File: config.mk
export PLATFORM = sky130hd
export DESIGN_NAME = assoc_set
export DESIGN_NICKNAME = d
export VERILOG_FILES = /design/src/rtl/assoc_set.sv
export SDC_FILE = /design/constraint.sdc
export NUM_CORES = 1
export LEC_CHECK = 0
export ABC_AREA = 1
export BUFFER_PORTS_ARGS = -buffer_cell sky130_fd_sc_hd__buf_2
export CORE_ASPECT_RATIO = 1.1
export CORE_MARGIN = 2
export CORE_UTILIZATION = 40
export DETAILED_ROUTE_END_ITERATION = 10
export PLACE_DENSITY = 0.63
export REMOVE_ABC_BUFFERS = 1
export SLEW_MARGIN = 10
export SYNTH_ARGS = -nofsm -noshare
export SYNTH_HDL_FRONTEND = slang
export SYNTH_SLANG_ARGS = --single-unit
File: constraint.sdc
create_clock -name clk -period 7.32 [get_ports clk]
set_input_delay 1.098 -clock clk [delete_from_list [all_inputs] [get_ports clk]]
set_output_delay 1.098 -clock clk [all_outputs]
set_load 0.02 [all_outputs]
File: src/rtl/assoc_set.sv
// N-way set-associative cache set with true-LRU replacement and a registered
// request/ack handshake: one request accepted in IDLE, one ack pulse in RESP.
module assoc_set #(
   parameter int WAYS   = 2,
   parameter int WORDS  = 4,
   parameter int DATA_W = 16,
   parameter int TAG_W  = 5
) (
   input  logic                       clk,
   input  logic                       rst_n,
   input  logic                       enable,
   input  logic                       cmp,
   input  logic                       write,
   input  logic [$clog2(WORDS)-1:0]   word,
   input  logic [TAG_W-1:0]           tag,
   input  logic [DATA_W-1:0]          data_in,
   input  logic                       valid_in,
   output logic                       hit,
   output logic                       dirty,
   output logic [TAG_W-1:0]           tag_out,
   output logic [DATA_W-1:0]          data_out,
   output logic                       valid,
   output logic                       ack,
   output logic                       state_o
);

   localparam int WAY_W = $clog2(WAYS);

   typedef enum logic {IDLE = 1'b0, RESP = 1'b1} state_e;

   // Handshake: enable is sampled only in IDLE; the edge that accepts it
   // performs the operation and registers all outputs, and ack is high for
   // the single RESP cycle that follows. Outputs hold until the next request.
   state_e state_q, state_d;

   logic [DATA_W-1:0] data_q [WAYS][WORDS];
   logic [TAG_W-1:0]  tag_q  [WAYS];
   logic [WAYS-1:0]   valid_q, dirty_q;
   logic [WAY_W-1:0]  age_q  [WAYS];

   logic              hit_q, hit_d;
   logic              dirty_out_q, dirty_out_d;
   logic              valid_out_q, valid_out_d;
   logic [TAG_W-1:0]  tag_out_q, tag_out_d;
   logic [DATA_W-1:0] data_out_q, data_out_d;

   logic [WAYS-1:0]   match;
   logic [WAY_W-1:0]  hit_way, victim, sel;
   logic              hit_c, go, fill, cwr, upd_lru;

   // Lowest index wins both for duplicate tag matches and for invalid ways.
   always_comb begin
      match   = '0;
      hit_way = '0;
      victim  = '0;
      for (int i = 0; i < WAYS; i++)
         match[i] = valid_q[i] && (tag_q[i] == tag);
      for (int i = WAYS - 1; i >= 0; i--)
         if (match[i]) hit_way = WAY_W'(i);
      for (int i = 0; i < WAYS; i++)
         if (age_q[i] == WAY_W'(WAYS - 1)) victim = WAY_W'(i);
      for (int i = WAYS - 1; i >= 0; i--)
         if (!valid_q[i]) victim = WAY_W'(i);
   end

   assign hit_c   = |match;
   assign go      = (state_q == IDLE) && enable;
   assign fill    = !cmp && write;
   assign cwr     = cmp && write && hit_c;
   assign upd_lru = (cmp && hit_c) || fill;
   assign sel     = (cmp && hit_c) ? hit_way : victim;

   always_comb begin
      state_d     = state_q;
      hit_d       = hit_q;
      dirty_out_d = dirty_out_q;
      valid_out_d = valid_out_q;
      tag_out_d   = tag_out_q;
      data_out_d  = data_out_q;
      case (state_q)
         IDLE: if (enable) state_d = RESP;
         RESP: state_d = IDLE;
         default: state_d = IDLE;
      endcase
      if (go) begin
         hit_d       = cmp && hit_c;
         data_out_d  = (fill || cwr) ? data_in : data_q[sel][word];
         tag_out_d   = fill ? tag : tag_q[sel];
         valid_out_d = fill ? valid_in : valid_q[sel];
         dirty_out_d = fill ? 1'b0 : (cwr ? 1'b1 : dirty_q[sel]);
      end
   end

   always_ff @(posedge clk or negedge rst_n) begin
      if (!rst_n) begin
         state_q     <= IDLE;
         valid_q     <= '0;
         dirty_q     <= '0;
         hit_q       <= 1'b0;
         dirty_out_q <= 1'b0;
         valid_out_q <= 1'b0;
         tag_out_q   <= '0;
         data_out_q  <= '0;
         for (int i = 0; i < WAYS; i++) age_q[i] <= WAY_W'(i);
      end else begin
         state_q     <= state_d;
         hit_q       <= hit_d;
         dirty_out_q <= dirty_out_d;
         valid_out_q <= valid_out_d;
         tag_out_q   <= tag_out_d;
         data_out_q  <= data_out_d;
         if (go && fill) begin
            valid_q[sel] <= valid_in;
            dirty_q[sel] <= 1'b0;
         end
         if (go && cwr) dirty_q[sel] <= 1'b1;
         // Accessed way becomes youngest; only younger ways age by one.
         if (go && upd_lru) begin
            for (int i = 0; i < WAYS; i++) begin
               if (WAY_W'(i) == sel)
                  age_q[i] <= '0;
               else if (age_q[i] < age_q[sel])
                  age_q[i] <= age_q[i] + 1'b1;
            end
         end
      end
   end

   // Tag and data storage carry no reset.
   always_ff @(posedge clk) begin
      if (go && (fill || cwr)) data_q[sel][word] <= data_in;
      if (go && fill) tag_q[sel] <= tag;
   end

   assign hit      = hit_q;
   assign dirty    = dirty_out_q;
   assign valid    = valid_out_q;
   assign tag_out  = tag_out_q;
   assign data_out = data_out_q;
   assign ack      = (state_q == RESP);
   assign state_o  = (state_q == RESP);

endmodule

==> results of run 1 <==
-- report_power, final --
| part | total [mW] | switching [mW] | internal (mW) | leakage, nW |
|---|---|---|---|---|
| clock | 0.946 | 0.397 | 0.549 | 0.297 |
| sequential | 1.15 | 0.0384 | 1.11 | 1.62 |
| combinational | 0.433 | 0.311 | 0.122 | 1.46 |
| total | 2.53 | 0.747 | 1.78 | 3.38 |
-- metal layers --
layer | share of wire [%] | track usage, % | up-vias
met1 | 44 | 24.3 | 2638
li1 | - | - | 2485
met5 | 0 | 0 | -
met3 | 4.7 | 4.28 | 22
met4 | 1.1 | 5.22 | 0
met2 | 50 | 31.5 | 152
-- sequential cells by signal (all words and copies together) (netlist names), named ones only --
name,cells
ack,1
age_q,2
data_out,16
data_q,128
dirty,1
hit,1
tag_out,5
tag_q,10
valid,1
valid_q,2
-- kinds of logic after synthesis --
kind of cell           Yosys count  synth area share (%)
AO/OA/AOI/OAI                   34                  2.40
buffers and inverters           98                  5.81
flip-flops                     169                  67.4
AND/OR/NAND/NOR                382                  24.4
-- synthesized netlist by cell type (all sizes together) --
| cell type | count |
|---|---|
| o21ai | 10 |
| inv | 55 |
| clkbuf | 15 |
| nand4 | 33 |
| nand3 | 177 |
| nor2 | 24 |
| o21a | 1 |
| buf | 28 |
| a21oi | 22 |
| dfrtp | 30 |
| dfstp | 1 |
| edfxtp | 138 |
| nand3b | 1 |
| o21bai | 1 |
| nor3 | 8 |
| nand2 | 139 |
-- layout make-up --
class / instances / area share [%]
flip-flops and latches: 169 / 58.6
well taps: 238 / 3.55
clock inverters: 12 / 2.12
inverters: 55 / 2.46
multi-input cells: 416 / 23.8
clock buffers: 19 / 5.16
repair buffers: 66 / 4.29
-- critical path, cell delays in order --
cell	delay, ns
buf_2	0.15
inv_2	0.06
nand2_1	0.08
nand4_1	0.08
nand3b_2	0.67
nand2_4	0.65
inv_2	0.21
nor3_2	0.70
buf_4	0.33
-- worst paths after layout --
check                                             start                       end  cells after the start
worst min register to register  data_out[4]$_DFFE_PN0P_   data_out[4]$_DFFE_PN0P_                      2
min in group asynchronous                         rst_n  data_out[14]$_DFFE_PN0P_                      1
worst max-delay path                             tag[3]   data_q[0][58]$_DFFE_PP_                      9
worst min-delay path            data_out[4]$_DFFE_PN0P_   data_out[4]$_DFFE_PN0P_                      2
max in group asynchronous                         rst_n   data_out[0]$_DFFE_PN0P_                      1
worst max register to register    tag_q[0][4]$_DFFE_PP_   data_q[0][58]$_DFFE_PP_                      8
==> metrics.txt, run 1 <==
final instance area 8390 sq um; core area 17800 sq um; Ys Warns 0; register area share after synthesis 67.4%; leading area contributor after synthesis edfxtp_1; post-synth design cell area 7300 sq um; CTS Buf Count 17; Final Slew Violations 0; crit path DAT 4.03 ns; Total Power 2.53 mW; RePlAce Congestion 0.820; row count 51; total track usage 18.7%; first-pass GRT wire length 28000 um; Fin. Hold Viols 0; Detailed Route WL 17600 um; CTS tree done; Peak Freq 0.256 GHz; setup_tns 0 ns; total number of vias 5297; DIE AREA 19300 sq um; PortBufs 54; CTS H-Tree Depth 4; Pre-antenna DRT Iters 5; final setup vio count 0; Register Area 4920 sq um; largest net degree at the start of global routing 68; drt drc 0; Die Width 133 um; DRT antenna net count 0; DP Area 7780 sq um; slew of the pin with the lowest slew margin 1.02 ns; share of the synthesized area in the top cell type 56.8%; Initial Util 41.0%; Static Leak 3.38 nW; Finished Layout Cells 975; initial antenna violation count 0; Top Ports 55; Worst EP required 7.45 ns; root buffer cell clkbuf_16; Max-Cap Viols 0; Post-CTS Setup Inserts 0; most common cell after layout, fill and taps aside nand3_1; Setup crit start kind primary input; final hold slack 0.474 ns; cts hold-fix bufs 0; Setup CP Type in -> reg; clock transition at the registers of the reported paths 0.07 ns; Distinct cells, synth 24; worst rel slew slack 31.8%; Overflow after GRT 0; Setup WS pre-CTS 2.96 ns; worst vdd ir 171 uV; DR iter-0 viols 391; area of the multi-input gates 2000 sq um; setup slack after layout 3.42 ns; commonest cells after routing, fill and taps aside nand3_1, edfxtp_1, nand2_1; TritonCTS Sinks 169; CTS Buffer Depth 2; Synth-to-Final Area Change 14.9%; min-delay worst type reg -> reg; Final Net Count 754; Syn Inst Count 683; pwr dens 301 nW/um^2; fin crit share 53.3%; Area contributors post-synth edfxtp_1, nand3_1, dfrtp_1; status finished, final reports clean; Resized cells post-CTS 0; placed wire-length estimate 10300 um; placed cells 944; FF-to-FF setup slack 3.82 ns; routed length per instance 18.0 um; Fill cells 1636; worst skew pair latency 0.43 ns; Mean Syn Cell Area 10.7 sq um; final clock skew 0.0148 ns; vias in the first global route 5146; vias per cell 5.43; Die Y 146 um; setup repair after global routing missed its margin false; #FFs+latches synth 169; min Tclk post-route 3.90 ns; diode count 0; Finished Core Util 47.1%; Max FO, Critical Path 33; share of cells above drive strength 1 16.1%; CP endpoint kind flop
No activity file was read; power rests on OpenSTA's default activity.
==> run 2: changes to the inputs <==
--- a/config.mk
+++ b/config.mk
@@ -11,7 +11,7 @@
 export CORE_MARGIN = 2
 export CORE_UTILIZATION = 40
 export DETAILED_ROUTE_END_ITERATION = 10
-export PLACE_DENSITY = 0.63
+export PLACE_DENSITY = 0.65
 export REMOVE_ABC_BUFFERS = 1
 export SLEW_MARGIN = 10
 export SYNTH_ARGS = -nofsm -noshare
==> constraint.sdc (replaced) <==
create_clock -name clk -period 3.3 [get_ports clk]
set_input_delay 0.495 -clock clk [delete_from_list [all_inputs] [get_ports clk]]
set_output_delay 0.495 -clock clk [all_outputs]
set_load 0.02 [all_outputs]
==> run 2 against run 1 <==
Net effect: setup slack worse by 2.6 ns; combinational power is 120% higher; sequential share of layout area decreased by 0.61 points; via count fell by 0.76%; largest power group unchanged; highest routed layer unchanged.
==> metrics.txt, run 2 (same netlist as run 1, synthesis figures left out) <==
status finished, final reports clean; Reg with most FFs data_q; diode count 0 (unchanged); Synth-to-Final Area Change 16.2%; Worst EP required 3.44 ns (-4.01 ns); Die Y 146 um (unchanged); Setup CP Type reg -> reg; drt drc 0 (unchanged); Fin. Hold Viols 0 (unchanged); Fill cells 1618 (-1.1%); worst rel slew slack 42.9% (+11 points); DRT antenna net count 0 (unchanged); RePlAce Congestion 0.893 (+8.9%); Post-CTS Setup Inserts 0 (unchanged); worst vdd ir 378 uV (+120%); clock transition at the registers of the reported paths 0.06 ns (about the same); setup slack after layout 0.851 ns (-2.57 ns); Max FO, Critical Path 18 (-45%); share of cells above drive strength 1 18.0% (+1.8 points); commonest cells after routing, fill and taps aside nand3_1, edfxtp_1, nand2_1; CTS tree done; pwr dens 654 nW/um^2 (+120%); vias in the first global route 5098 (-0.93%); vias per cell 5.32 (-2.2%); core area 17800 sq um (unchanged); Total Power 5.55 mW (+120%); worst skew pair latency 0.43 ns (about the same); Setup WS pre-CTS 0.560 ns (-2.40 ns); slew of the pin with the lowest slew margin 0.856 ns (-0.166 ns); root buffer cell clkbuf_16; final clock skew 0.0112 ns (-0.00364 ns); setup repair after global routing missed its margin false; Max-Cap Viols 0 (unchanged); Resized cells post-CTS 0 (unchanged); Die Width 133 um (unchanged); cts hold-fix bufs 0 (unchanged); Final Net Count 767 (+1.7%); Static Leak 3.43 nW (+1.7%); placed cells 957 (+1.4%); min-delay worst type in -> async; DIE AREA 19300 sq um (unchanged); total track usage 18.4% (-0.34 points); CTS Buffer Depth 2 (unchanged); DR iter-0 viols 406 (+3.8%); first-pass GRT wire length 27400 um (-2.3%); Peak Freq 0.408 GHz; Top Ports 55 (unchanged); Finished Layout Cells 989 (+1.4%); Final Slew Violations 0 (unchanged); largest net degree at the start of global routing 67 (-1.5%); CP endpoint kind flop; final setup vio count 0 (unchanged); Overflow after GRT 0 (unchanged); row count 51 (unchanged); placed wire-length estimate 10300 um (about the same); fin crit share 74.2%; setup_tns 0 ns (unchanged); CTS H-Tree Depth 4 (unchanged); most common cell after layout, fill and taps aside nand3_1; TritonCTS Sinks 169 (unchanged); Finished Core Util 47.6% (+0.50 points); crit path DAT 2.59 ns (-1.44 ns); max FFs per register 128 (unchanged); Pre-antenna DRT Iters 5 (unchanged); Setup crit start kind flop; Detailed Route WL 17100 um (-2.6%); min Tclk post-route 2.45 ns; initial antenna violation count 0 (unchanged); Initial Util 41.0% (unchanged); PortBufs 54 (unchanged); total number of vias 5257 (-0.76%); CTS Buf Count 17 (unchanged); routed length per instance 17.3 um (-4.0%)
run 2: worst paths after layout:
kind | from | to | slack [ns] | cells after the start
worst max-delay path | tag_q[0][2]$_DFFE_PP_ | data_q[1][49]$_DFFE_PP_ | 0.85 | 10
worst min-delay path | rst_n | tag_out[3]$_DFFE_PN0P_ | 0.17 | 1
worst max register to register | tag_q[0][2]$_DFFE_PP_ | data_q[1][49]$_DFFE_PP_ | 0.85 | 10
worst min register to register | data_out[4]$_DFFE_PN0P_ | data_out[4]$_DFFE_PN0P_ | 0.47 | 2
max in group asynchronous | rst_n | data_out[10]$_DFFE_PN0P_ | 2.58 | 1
min in group clk | tag[3] | tag_q[1][3]$_DFFE_PP_ | 0.31 | 1
run 2: critical path, stage by stage (launching register included):
cell and delay [ns]:
edfxtp_1 0.40, nand2_1 0.11, nand2_1 0.06, nor2_1 0.11, nand3_1 0.08, nand2_1 0.10, nand2_2 0.08, nand2_4 0.23
nand2_1 0.30, nor3_2 0.44, buf_4 0.24
run 2: metrics by stage:
step	area (sq um)	hold slack, ns
detailed placement	7880	0.460
floorplan	7080	0.199
CTS	8480	0.207
global route	8480	0.248
global placement	7880	0.460
finish	8480	0.169
run 2: where the power goes:
part / total, mW / internal (mW) / switching, mW
clock: 2.04 / 1.16 / 0.886
combinational: 0.963 / 0.283 / 0.680
sequential: 2.54 / 2.46 / 0.0799
run 2: final cells by class:
class | instances | area [sq um] | area share (%)
timing repair buffer | 79 | 458 | 5.40
clock inverter | 13 | 159 | 1.87
clock buffer | 19 | 443 | 5.22
multi-input combinational | 416 | 2000 | 23.5
sequential | 169 | 4920 | 58.0
tap | 238 | 298 | 3.51
inverter | 55 | 206 | 2.43
run 2: routing by layer:
metal / part of all wire (%) / global-route usage [%] / vias up
li1: - / - / 2514
met3: 6.0 / 4.08 / 28
met5: 0 / 0 / -
met4: 1.7 / 6.51 / 0
met1: 44 / 24.5 / 2528
met2: 49 / 29.7 / 187
